### config.mk
export PLATFORM = sky130hd
export DESIGN_NAME = pipe_queue
export DESIGN_NICKNAME = d
export VERILOG_FILES = /design/src/rtl/pipe_queue.sv
export SDC_FILE = /design/constraint.sdc
export NUM_CORES = 1
export LEC_CHECK = 0
export ABC_CLOCK_PERIOD_IN_PS = 6700
export CAP_MARGIN = 20
export CORE_MARGIN = 2
export CORE_UTILIZATION = 46
export DETAILED_ROUTE_END_ITERATION = 12
export GPL_TIMING_DRIVEN = 0
export PLACE_DENSITY = 0.73
export SLEW_MARGIN = 20
export SYNTH_ARGS = -nofsm -noshare
export SYNTH_HDL_FRONTEND = slang
export SYNTH_SLANG_ARGS = --single-unit
### constraint.sdc
create_clock -name clk -period 6.7 [get_ports clk]
set_clock_uncertainty 0.15 [all_clocks]
set_input_delay 1.005 -clock clk [delete_from_list [all_inputs] [get_ports clk]]
set_output_delay 1.005 -clock clk [all_outputs]
set_load 0.005 [all_outputs]
### src/rtl/pipe_queue.sv
// Elastic FIFO for a pipeline stage link using the valid/allow_in handshake.
// Supports an optional same-cycle bypass when empty, plus a synchronous flush.
module pipe_queue #(
  parameter int DATA_WIDTH = 32,
  parameter int DEPTH      = 4,
  parameter int BYPASS     = 0
) (
  input  logic                         clk,
  input  logic                         rst,
  input  logic                         flush,
  input  logic                         in_valid,
  input  logic [DATA_WIDTH-1:0]        in_data,
  output logic                         in_allow_in,
  output logic                         out_valid,
  output logic [DATA_WIDTH-1:0]        out_data,
  input  logic                         out_allow_in,
  output logic [$clog2(DEPTH+1)-1:0]   count
);

  localparam int PW = $clog2(DEPTH);
  localparam int CW = $clog2(DEPTH+1);
  localparam logic [CW-1:0] FULL_COUNT = CW'(DEPTH);

  logic [DATA_WIDTH-1:0] mem [DEPTH];

  logic [PW-1:0] wr_ptr_reg, wr_ptr_next;
  logic [PW-1:0] rd_ptr_reg, rd_ptr_next;
  logic [CW-1:0] count_reg, count_next;

  logic empty;
  logic full;
  logic push;
  logic pop;
  logic pass_through;
  logic wr_en;
  logic rd_en;

  assign empty = (count_reg == '0);
  assign full  = (count_reg == FULL_COUNT);

  // Accept side never looks at out_allow_in, so no ready path crosses the queue.
  assign in_allow_in = !full && !flush;
  assign push        = in_valid && in_allow_in;

  assign out_valid = !flush && (!empty || ((BYPASS != 0) && in_valid));
  assign out_data  = empty ? in_data : mem[rd_ptr_reg];
  assign pop       = out_valid && out_allow_in;

  // A word that is both accepted and consumed while empty never touches storage.
  assign pass_through = empty && push && pop;
  assign wr_en        = push && !pass_through;
  assign rd_en        = pop && !empty;

  assign count = count_reg;

  always_comb begin
    wr_ptr_next = wr_ptr_reg;
    rd_ptr_next = rd_ptr_reg;
    count_next  = count_reg;
    if (flush) begin
      count_next  = '0;
      rd_ptr_next = wr_ptr_reg;
    end else begin
      if (wr_en) wr_ptr_next = wr_ptr_reg + PW'(1);
      if (rd_en) rd_ptr_next = rd_ptr_reg + PW'(1);
      if (wr_en && !rd_en)
        count_next = count_reg + CW'(1);
      else if (!wr_en && rd_en)
        count_next = count_reg - CW'(1);
    end
  end

  always_ff @(posedge clk) begin
    if (rst) begin
      wr_ptr_reg <= '0;
      rd_ptr_reg <= '0;
      count_reg  <= '0;
    end else begin
      wr_ptr_reg <= wr_ptr_next;
      rd_ptr_reg <= rd_ptr_next;
      count_reg  <= count_next;
    end
  end

  // Storage is intentionally left out of reset; occupancy alone defines validity.
  always_ff @(posedge clk) begin
    if (wr_en)
      mem[wr_ptr_reg] <= in_data;
  end

endmodule

==> tab_implementation.tex <==
\begin{tabular}{lr}
\hline
Metric & Value \\
\hline
\multicolumn{2}{l}{\textbf{Route}} \\
DRT iter0 DRCs & 107 \\
Routed Wire Length & 9579 µm \\
Residual DRC count & 0 \\
DR vias/cell & 5.433 \\
Detailed-route wire length per cell & 18.93 µm \\
Number of antenna-violating nets in the routed design & 0 \\
Routed vias & 2,749 \\
Number of iterations in the first detailed-routing pass & 4 \\
\multicolumn{2}{l}{\textbf{Critical path}} \\
Endpoint kind of the worst setup timing path & output port \\
Flop-to-flop setup slack & 3.93 ns \\
Start of the worst register-to-register path & count[0]\$\_SDFFE\_PP0P\_ \\
Arrival time at the worst endpoint & 2.52 ns \\
Worst setup path category & reg -> out \\
Required time worst endpoint & 5.54 ns \\
Endpoint of the worst-slack reg-to-reg timing path & count[2]\$\_SDFFE\_PP0P\_ \\
CP cell instances & clkbuf\_1 -> mux4\_2 -> mux2\_2 -> clkdlybuf4s50\_1 \\
Cell with the largest stage delay on the worst path & clkbuf\_1 \\
Critical Path Fanout Max & 10 \\
Launching element type of the critical path & register \\
Critical path destination & out\_data[26] \\
Count of cells along the worst register-to-register path & 8 \\
Worst path max stage delay & 0.55 ns \\
\multicolumn{2}{l}{\textbf{Synthesis}} \\
Count of flip-flops with a built-in enable after synthesis & 128 \\
Share of flip-flops with an asynchronous set or reset & 0\% \\
Sequential element share of the synthesized area & 73.07\% \\
Commonest register cell after synthesis & edfxtp\_1 \\
Syn nets & 299 \\
Post-synthesis area per instance & 21.51 µm² \\
Cells taking the most area after synthesis & edfxtp\_1 70\%, mux4\_2 13\%, mux2\_2 6.7\% \\
Cell accounting for the most synthesized area & edfxtp\_1 \\
Cell area after synthesis & 5507 µm² \\
Seq cells post-synth & 137 \\
Post-synthesis cell count & 256 \\
Post-synth top area share & 69.80\% \\
Library cells used by synthesis & 28 \\
Syn. warnings & 0 \\
\multicolumn{2}{l}{\textbf{Clocking}} \\
Quantity of gates resized following cts & 0 \\
CTS Root Buffer Type & clkbuf\_16 \\
TritonCTS Buffers & 17 \\
Setup bufs post-CTS & 0 \\
CTS Buffer Depth & 2 \\
CTS tree & yes \\
CTS Hold Buffers Added & 0 \\
Max H-tree Level & 4 \\
Worst-path clk slew & 0.06 ns \\
Source-to-sink clock delay at the later pin of the worst-skew pair & 0.40 ns \\
Clock sinks & 137 \\
\multicolumn{2}{l}{\textbf{Place}} \\
Dpl hpwl & 6000 µm \\
Routability congestion estimate from global placement & 0.6973 \\
Number of buffer cells added on primary ports & 72 \\
\multicolumn{2}{l}{\textbf{Final layout}} \\
Antenna fix cells & 0 \\
Flip-flop count of the largest register after layout & 128 \\
Ratio of cells with drive above 1 in the final layout & 30.85\% \\
Top library cells by usage in the layout, fill and taps aside & 128 x edfxtp\_1, 72 x clkdlybuf4s50\_1, 33 x mux2\_2 \\
Most common cell after layout, fill and taps aside & edfxtp\_1 \\
Relative area change from synthesis to final layout & 28.86\% \\
Final-stage net count & 394 \\
\multicolumn{2}{l}{\textbf{Global routing}} \\
Global-route wire length before repair & 15,340 µm \\
Antenna violations before repair & 0 \\
Remaining global-route overflow & 0 \\
Total global-route track usage & 16.16\% \\
Largest net degree at the start of global routing & 26 \\
Via count of the first global-routing pass & 2,824 \\
\multicolumn{2}{l}{\textbf{Power}} \\
PD cells & 298.1 nW/µm² \\
Sw Pwr & 0.0004356 W \\
Maximum resistive drop on vdd & 0.0001936 V \\
Standby leakage power & 2.325 nW \\
Sequential cell fraction of total power & 45.6\% \\
Switching share of total power & 20.60\% \\
Proportion of power drawn by combinational gates & 10.4\% \\
Clock network fraction of total power & 44.0\% \\
Internal Dissipation & 0.001679 W \\
\multicolumn{2}{l}{\textbf{STA}} \\
Final period demand of the worst path & 3.678 ns \\
Share of the cycle needed by the critical path after routing & 54.90\% \\
Slew of the pin with the lowest slew margin & 0.6913 ns \\
RSZ-0062 raised after global routing & no \\
Sum Neg Setup Slack & 0 ns \\
Final hold violations & 0 \\
Slew Limit Fails & 0 \\
Final setup viols & 0 \\
Worst relative slew slack & 53.91\% \\
Fmax & 271.9 MHz \\
Hold slack & 0.3747 ns \\
\multicolumn{2}{l}{\textbf{Die}} \\
Total number of placement rows & 39 \\
Effective utilization at floorplan & 47.61\% \\
I/O Pins & 74 \\
Placeable core region & 11,560 µm² \\
Width of the die & 113.4 µm \\
Total Die Area & 12,860 µm² \\
Height of the die & 113.4 µm \\
\multicolumn{2}{l}{\textbf{Hold path}} \\
Path class of the lowest-slack min-delay path & reg -> reg \\
Min-delay src & wr\_ptr\_reg[1]\$\_SDFFE\_PP0P\_ \\
\multicolumn{2}{l}{\textbf{Run status}} \\
Result of the run & finished, final reports clean \\
\multicolumn{2}{l}{\textbf{Flow run}} \\
Max capacitance violation total & 0 \\
\hline
\end{tabular}
-- metal layers --
layer | vias up | wire, µm | GRT usage [%]
li1 | 1248 | - | -
met1 | 1416 | 4378 | 22.54
met2 | 77 | 4703 | 25.07
met3 | 8 | 419 | 4.729
met4 | 0 | 77 | 4.878
met5 | - | 0 | 0
-- cell usage after synthesis, types with 2 or more instances --
master,count
mux2_2,33
nor3_1,3
a21oi_1,4
mux2i_1,2
dfxtp_1,9
inv_1,3
xor2_1,2
and2_1,4
buf_4,3
o21a_1,2
ha_1,5
buf_1,2
clkbuf_1,3
nor2_1,4
edfxtp_1,128
buf_6,4
mux4_2,32
nand2b_1,3
-- critical path: cells and delay by family (launching register included) --
family / cells / cell delay (ns)
buf+inv: 2 / 1.00
flops: 1 / 0.41
mux: 2 / 0.69
-- how the worst min path moves through the flow --
| stage | endpoint | slack [ns] | cells past startpoint |
|---|---|---|---|
| after floorplan | wr_ptr_reg[1]$_SDFFE_PP0P_ | 0.33 | 2 |
| after global placement | wr_ptr_reg[1]$_SDFFE_PP0P_ | 0.35 | 2 |
| after detailed placement | wr_ptr_reg[1]$_SDFFE_PP0P_ | 0.37 | 2 |
| after CTS | wr_ptr_reg[1]$_SDFFE_PP0P_ | 0.37 | 2 |
| after global routing | wr_ptr_reg[1]$_SDFFE_PP0P_ | 0.41 | 2 |
| final | wr_ptr_reg[1]$_SDFFE_PP0P_ | 0.37 | 2 |
-- metrics by stage --
stage	util [%]	cell area, µm²	instances	total power, W	worst slack (ns)
floorplan	-	5507	256	0.001095	3.720
global placement	55.39	6406	471	0.001199	2.672
detailed placement	56.19	6499	475	0.001206	3.022
CTS	61.35	7096	506	0.002134	2.990
global route	61.35	7096	506	0.002192	2.889
finish	61.35	7096	506	0.002115	3.022
-- final cells by class --
type	instances	area, µm²
inverter	3	11.26
clock buffer	18	429.2
buffer	12	86.33
tap	143	178.9
timing repair buffer	76	808.3
multi-input combinational	104	1390
sequential	137	4024
clock inverter	13	167.7
fill	872	4469
-- power groups by stage --
stage / Sequential (W) / Combinational, W / Clock [W]
2_1_floorplan: 0.000982 / 0.000113 / 0
3_3_place_gp: 0.000983 / 0.000216 / 0
3_5_place_dp: 0.000983 / 0.000223 / 0
4_1_cts: 0.000966 / 0.000224 / 0.000944
5_1_grt: 0.000967 / 0.000238 / 0.000987
6_report: 0.000965 / 0.000220 / 0.000930
-- logic make-up after synthesis --
group	Yosys count	synth area share, %
flip-flops	137	73.07
multiplexers	67	20.20
AND/OR/NAND/NOR	18	1.818
buffers and inverters	15	1.772
AO/OA/AOI/OAI	10	1.159
adder cells (fa/ha/maj)	6	1.500
XOR/XNOR	3	0.4773
(Power assumes the default switching activity.)
